<file path="src/rtl/regfile_2r1w_pkg.sv">
// Shared sizing constants for the 2-read/1-write register file.
package regfile_2r1w_pkg;
  localparam int DATA_W   = 32;
  localparam int ADDR_W   = 5;
  localparam int NUM_REGS = 32;
  localparam int ZERO_REG = 0;
endpackage

</file>
<file path="src/rtl/regfile_2r1w_register32_ar.sv">
// Word register with load enable and asynchronous active-low clear.
module register32_ar
  import regfile_2r1w_pkg::*;
(
  input  logic              clk,
  input  logic              rst_n,
  input  logic              i_en,
  input  logic [DATA_W-1:0] i_d,
  output logic [DATA_W-1:0] o_q
);
  logic [DATA_W-1:0] r_q;

  always_ff @(posedge clk or negedge rst_n) begin
    if (!rst_n) begin
      r_q <= '0;
    end else if (i_en) begin
      r_q <= i_d;
    end
  end

  assign o_q = r_q;
endmodule

</file>
<file path="src/rtl/regfile_2r1w.sv">
// 32x32 register file: one write port, two registered read ports with
// same-cycle write forwarding; entry 0 reads as zero and ignores writes.
module regfile_2r1w
  import regfile_2r1w_pkg::*;
(
  input  logic              clk,
  input  logic              rst_n,
  input  logic              we,
  input  logic [ADDR_W-1:0] waddr,
  input  logic [DATA_W-1:0] wdata,
  input  logic              re_a,
  input  logic [ADDR_W-1:0] raddr_a,
  output logic [DATA_W-1:0] rdata_a,
  output logic              rvalid_a,
  input  logic              re_b,
  input  logic [ADDR_W-1:0] raddr_b,
  output logic [DATA_W-1:0] rdata_b,
  output logic              rvalid_b
);
  logic [DATA_W-1:0] w_entry [NUM_REGS];
  logic [DATA_W-1:0] w_sel_a;
  logic [DATA_W-1:0] w_sel_b;
  logic              r_rvalid_a;
  logic              r_rvalid_b;

  // Entry 0 has no storage; the mux reads a constant zero there.
  assign w_entry[ZERO_REG] = '0;

  for (genvar i = 1; i < NUM_REGS; i++) begin : g_entry
    logic w_wen;
    assign w_wen = we && (waddr == ADDR_W'(i));
    register32_ar u_entry (
      .clk   (clk),
      .rst_n (rst_n),
      .i_en  (w_wen),
      .i_d   (wdata),
      .o_q   (w_entry[i])
    );
  end

  // Zero register wins over forwarding so a write to r0 never leaks out.
  always_comb begin
    w_sel_a = w_entry[raddr_a];
    if (raddr_a == ADDR_W'(ZERO_REG)) begin
      w_sel_a = '0;
    end else if (we && (waddr == raddr_a)) begin
      w_sel_a = wdata;
    end
  end

  always_comb begin
    w_sel_b = w_entry[raddr_b];
    if (raddr_b == ADDR_W'(ZERO_REG)) begin
      w_sel_b = '0;
    end else if (we && (waddr == raddr_b)) begin
      w_sel_b = wdata;
    end
  end

  register32_ar u_rdata_a (
    .clk   (clk),
    .rst_n (rst_n),
    .i_en  (re_a),
    .i_d   (w_sel_a),
    .o_q   (rdata_a)
  );

  register32_ar u_rdata_b (
    .clk   (clk),
    .rst_n (rst_n),
    .i_en  (re_b),
    .i_d   (w_sel_b),
    .o_q   (rdata_b)
  );

  always_ff @(posedge clk or negedge rst_n) begin
    if (!rst_n) begin
      r_rvalid_a <= 1'b0;
      r_rvalid_b <= 1'b0;
    end else begin
      r_rvalid_a <= re_a;
      r_rvalid_b <= re_b;
    end
  end

  assign rvalid_a = r_rvalid_a;
  assign rvalid_b = r_rvalid_b;
endmodule

</file>
<file path="config.mk">
export PLATFORM = sky130hd
export DESIGN_NAME = regfile_2r1w
export DESIGN_NICKNAME = d
export VERILOG_FILES = /design/src/rtl/regfile_2r1w_pkg.sv /design/src/rtl/regfile_2r1w_register32_ar.sv /design/src/rtl/regfile_2r1w.sv
export SDC_FILE = /design/constraint.sdc
export NUM_CORES = 2
export LEC_CHECK = 0
export CAP_MARGIN = 0
export CORE_UTILIZATION = 57
export CTS_CLUSTER_SIZE = 14
export DETAILED_ROUTE_END_ITERATION = 12
export PLACE_DENSITY = 0.77
export SLEW_MARGIN = 30
export SYNTH_ARGS = -nofsm -noshare
export SYNTH_HDL_FRONTEND = slang
export SYNTH_HIERARCHICAL = 1
export SYNTH_SLANG_ARGS = --single-unit
</file>
<file path="constraint.sdc">
create_clock -name clk -period 2.1 [get_ports clk]
set_input_delay 0.315 -clock clk [delete_from_list [all_inputs] [get_ports clk]]
set_output_delay 0.315 -clock clk [all_outputs]
set_load 0.01 [all_outputs]
</file>
==> results.py <==
metrics = {
    "global_route": {
        "grt-ovfl-total": 0,
        "grt_pass1_wl_um": 297000,
        "grt_pass1_vias": 42600,
        "grt_max_degree": 108,
        "grtUsageTotal": 0.376,
        "antenna_found_initial": 10,
    },
    "worst_setup_path": {
        "critical_path.max_stage_delay_ns": 0.46,
        "critical_path_required_ns": 2.69,
        "cp-startpoint": "g_entry[9].u_entry/o_q[28]",
        "cp.arrival_ns": 2.77,
        "crit_chain": "mux4_2 > mux2_4 > a221oi_4 > a2111oi_2 > a21o_1 > mux2_4",
        "worstSetupPathType": "reg2reg",
        "crit_fanout": 2,
        "cp-start-kind": "flip-flop",
        "worst_path_most_repeated_cell": "mux2_4",
        "cp-end-kind": "flip-flop",
        "cp_slowest_cell": "mux4_2",
        "path_delay_family": "multiplexers",
        "critPathBufInv": 0,
        "r2r_start": "g_entry[9].u_entry/o_q[28]",
    },
    "sta": {
        "timing.final.hold_violations": 0,
        "tightest_slew_ns": 0.597,
        "min_period_ns": 2.18,
        "fin_worst_skew_ns": 0.0312,
        "setup_slack_ns": -0.0810,
        "period_share": 1.04,
        "rsz0062_at_grt": "yes",
        "hold_ws_ns": 0.0235,
        "slew_headroom": 0.591,
        "drv_slew": 0,
        "fmax_mhz": 458,
        "finalSetupViolCount": 5,
    },
    "cells_and_area": {
        "n_fill_cell": 6652,
        "final_cell_mix": "dfrtp_1 (1036), mux2_4 (1004), buf_4 (467)",
        "layout_commonest_cell": "dfrtp_1",
        "syn_to_final_growth_pct": 18.5,
        "regArea_um2": 26500,
        "multiInputGateArea_um2": 31800,
        "fin_util": 0.684,
        "nNetsFinal": 4277,
        "layout-drive-gt1-share": 0.584,
    },
    "power": {
        "vdd_drop_max_uv": 703,
        "p_leak_nw": 31.7,
        "powerDensity_nw_per_um2": 914,
        "total_power_mw": 66.1,
    },
    "flow_run": {
        "cap_violations": 0,
    },
    "yosys": {
        "synth-edff-count": 0,
        "synth-warning-count": 6,
        "ys_ff_latch": 1058,
        "yosysSeqAreaShare": 0.434,
        "ys_async_sr_fraction": 1.00,
        "synthesis.nets": 3739,
        "ys.flop_type": "dfrtp_1",
        "netlist_instances": 3687,
        "synth_cell_types": 49,
        "syn_area_um2": 61000,
        "synth_area_per_cell_um2": 16.6,
    },
    "placement": {
        "gp_congestion": 0.966,
        "dp.final_hpwl_um": 132000,
        "pre_cts_ws_ns": -0.728,
        "portBuffers": 117,
    },
    "floorplan": {
        "design.die.area_um2": 108000,
        "start_util": 0.577,
        "core_um2": 106000,
        "io_pins": 118,
        "fp-row-count": 119,
        "die_h_um": 329,
        "die_x_um": 329,
    },
    "detailed_routing": {
        "ant_nets": 0,
        "first_pass_iters": 10,
        "drc": 16,
        "post_drt_wl_per_cell_um": 35.4,
        "drt_iter0_drc": 5208,
        "wirelength_um": 202000,
        "vias": 40600,
        "vias_per_cell": 7.12,
    },
    "outcome": {
        "status": "finished with violations",
        "violations": "DRC, setup timing",
    },
    "worst_hold_path": {
        "hp-start": "re_b",
        "hold_class": "in2reg",
    },
    "clocking": {
        "clk_latency_ns": 0.72,
        "clkTransAtPathRegs_ns": 0.06,
        "cts_sinks": 1058,
        "htreeDepth": 3,
        "cts_root_buf": "clkbuf_16",
        "clock_path_buffers": 3,
        "numCtsBuffers": 110,
        "cts_tree": "done",
    },
}
-- kinds of logic after synthesis --
group	share of synthesized area
XOR/XNOR	0.00143
AO/OA/AOI/OAI	0.0438
buffers and inverters	0.0564
AND/OR/NAND/NOR	0.0232
flip-flops	0.434
multiplexers	0.441
-- synthesized netlist by cell type, types with 2 or more instances --
| library cell | instances | area (um2) |
|---|---|---|
| a21o_1 | 12 | 90.1 |
| buf_1 | 14 | 52.6 |
| buf_2 | 75 | 375 |
| and2_1 | 3 | 18.8 |
| mux4_1 | 13 | 342 |
| nor4_1 | 12 | 75.1 |
| a221o_1 | 12 | 120 |
| o211ai_1 | 11 | 82.6 |
| nand3_1 | 24 | 120 |
| mux2_2 | 134 | 1510 |
| nor2b_1 | 32 | 200 |
| mux2i_1 | 70 | 701 |
| nand4_1 | 3 | 18.8 |
| buf_6 | 39 | 439 |
| nor3b_1 | 3 | 22.5 |
| xnor2_1 | 6 | 52.6 |
| buf_12 | 99 | 1980 |
| o311ai_0 | 20 | 175 |
| nand4b_1 | 2 | 17.5 |
| nand2_1 | 25 | 93.8 |
| a22o_1 | 9 | 78.8 |
| a22oi_1 | 92 | 691 |
| dfrtp_1 | 1058 | 26500 |
| a2111oi_0 | 12 | 105 |
| or2_2 | 2 | 12.5 |
| a211oi_1 | 30 | 225 |
| o21ai_0 | 2 | 10.0 |
| a32o_1 | 11 | 110 |
| mux4_2 | 423 | 9530 |
| clkbuf_1 | 82 | 308 |
| o22ai_1 | 57 | 357 |
| mux2_4 | 990 | 14900 |
| a221oi_1 | 54 | 473 |
| nor2_1 | 107 | 402 |
| a21oi_1 | 22 | 110 |
| xor2_1 | 4 | 35.0 |
| buf_4 | 36 | 270 |
| nand2b_1 | 13 | 81.3 |
| and3_1 | 2 | 12.5 |
| and3b_1 | 2 | 17.5 |
| nor3_1 | 62 | 310 |
-- repair_timing --
| action | CTS | global route |
|---|---|---|
| pin swaps | 17 | 21 |
| setup buffers | 4 | 4 |
| hold buffers | 1 | 0 |
| endpoints found under the setup margin | 38 | 42 |
| resized for setup | 78 | 39 |
| hold endpoints to repair | 279 | 0 |
-- per-layer routing --
layer  share of wire  vias up  GRT usage
met3            0.12      746      0.111
met2            0.44     2987      0.552
met1            0.38    21400      0.503
met4           0.063       14      0.207
li1                -    15500          -
met5         0.00044        -          0
-- final cells by class --
class,instances,share of cell area
clock inverters,37,0.00756
clock buffers,165,0.0460
diodes,3,0.000104
multi-input cells,2283,0.440
well taps,1391,0.0241
repair buffers,772,0.116
flip-flops and latches,1058,0.366
-- worst paths after layout --
check,end,slack (ns),cells past startpoint
worst max-delay path,u_rdata_a/o_q[28],-0.08,6
worst min-delay path,rvalid_b,0.02,2
worst max register to register,u_rdata_a/o_q[28],-0.08,6
worst min register to register,u_rdata_a/o_q[12],0.52,1
max in group asynchronous,g_entry[30].u_entry/o_q[24],1.02,4
min in group asynchronous,g_entry[19].u_entry/o_q[7],0.13,2
-- where the power goes --
part           internal (mW)  total [mW]  leakage [nW]  switching [mW]
combinational           10.8        16.8          16.3            5.98
sequential              24.4        28.2          13.5            3.78
clock                   12.5        21.1          1.90            8.64
-- state kept, by name, indices dropped and copies added, names as in the netlist --
signal / cells
rvalid_a: 1
g_entry.u_entry/o_q: 992
rvalid_b: 1
u_rdata_b/o_q: 32
u_rdata_a/o_q: 32
-- per-stage QoR --
stage          TNS [ns]  instances  area (um2)
2_1_floorplan     -2.69       3687       61500
3_3_place_gp    -300.70       5501       68000
3_5_place_dp    -313.08       5501       68000
4_1_cts          -0.143       5703       72100
5_1_grt          -0.666       5706       72300
6_report         -0.222       5709       72300
(Power assumes the default switching activity.)
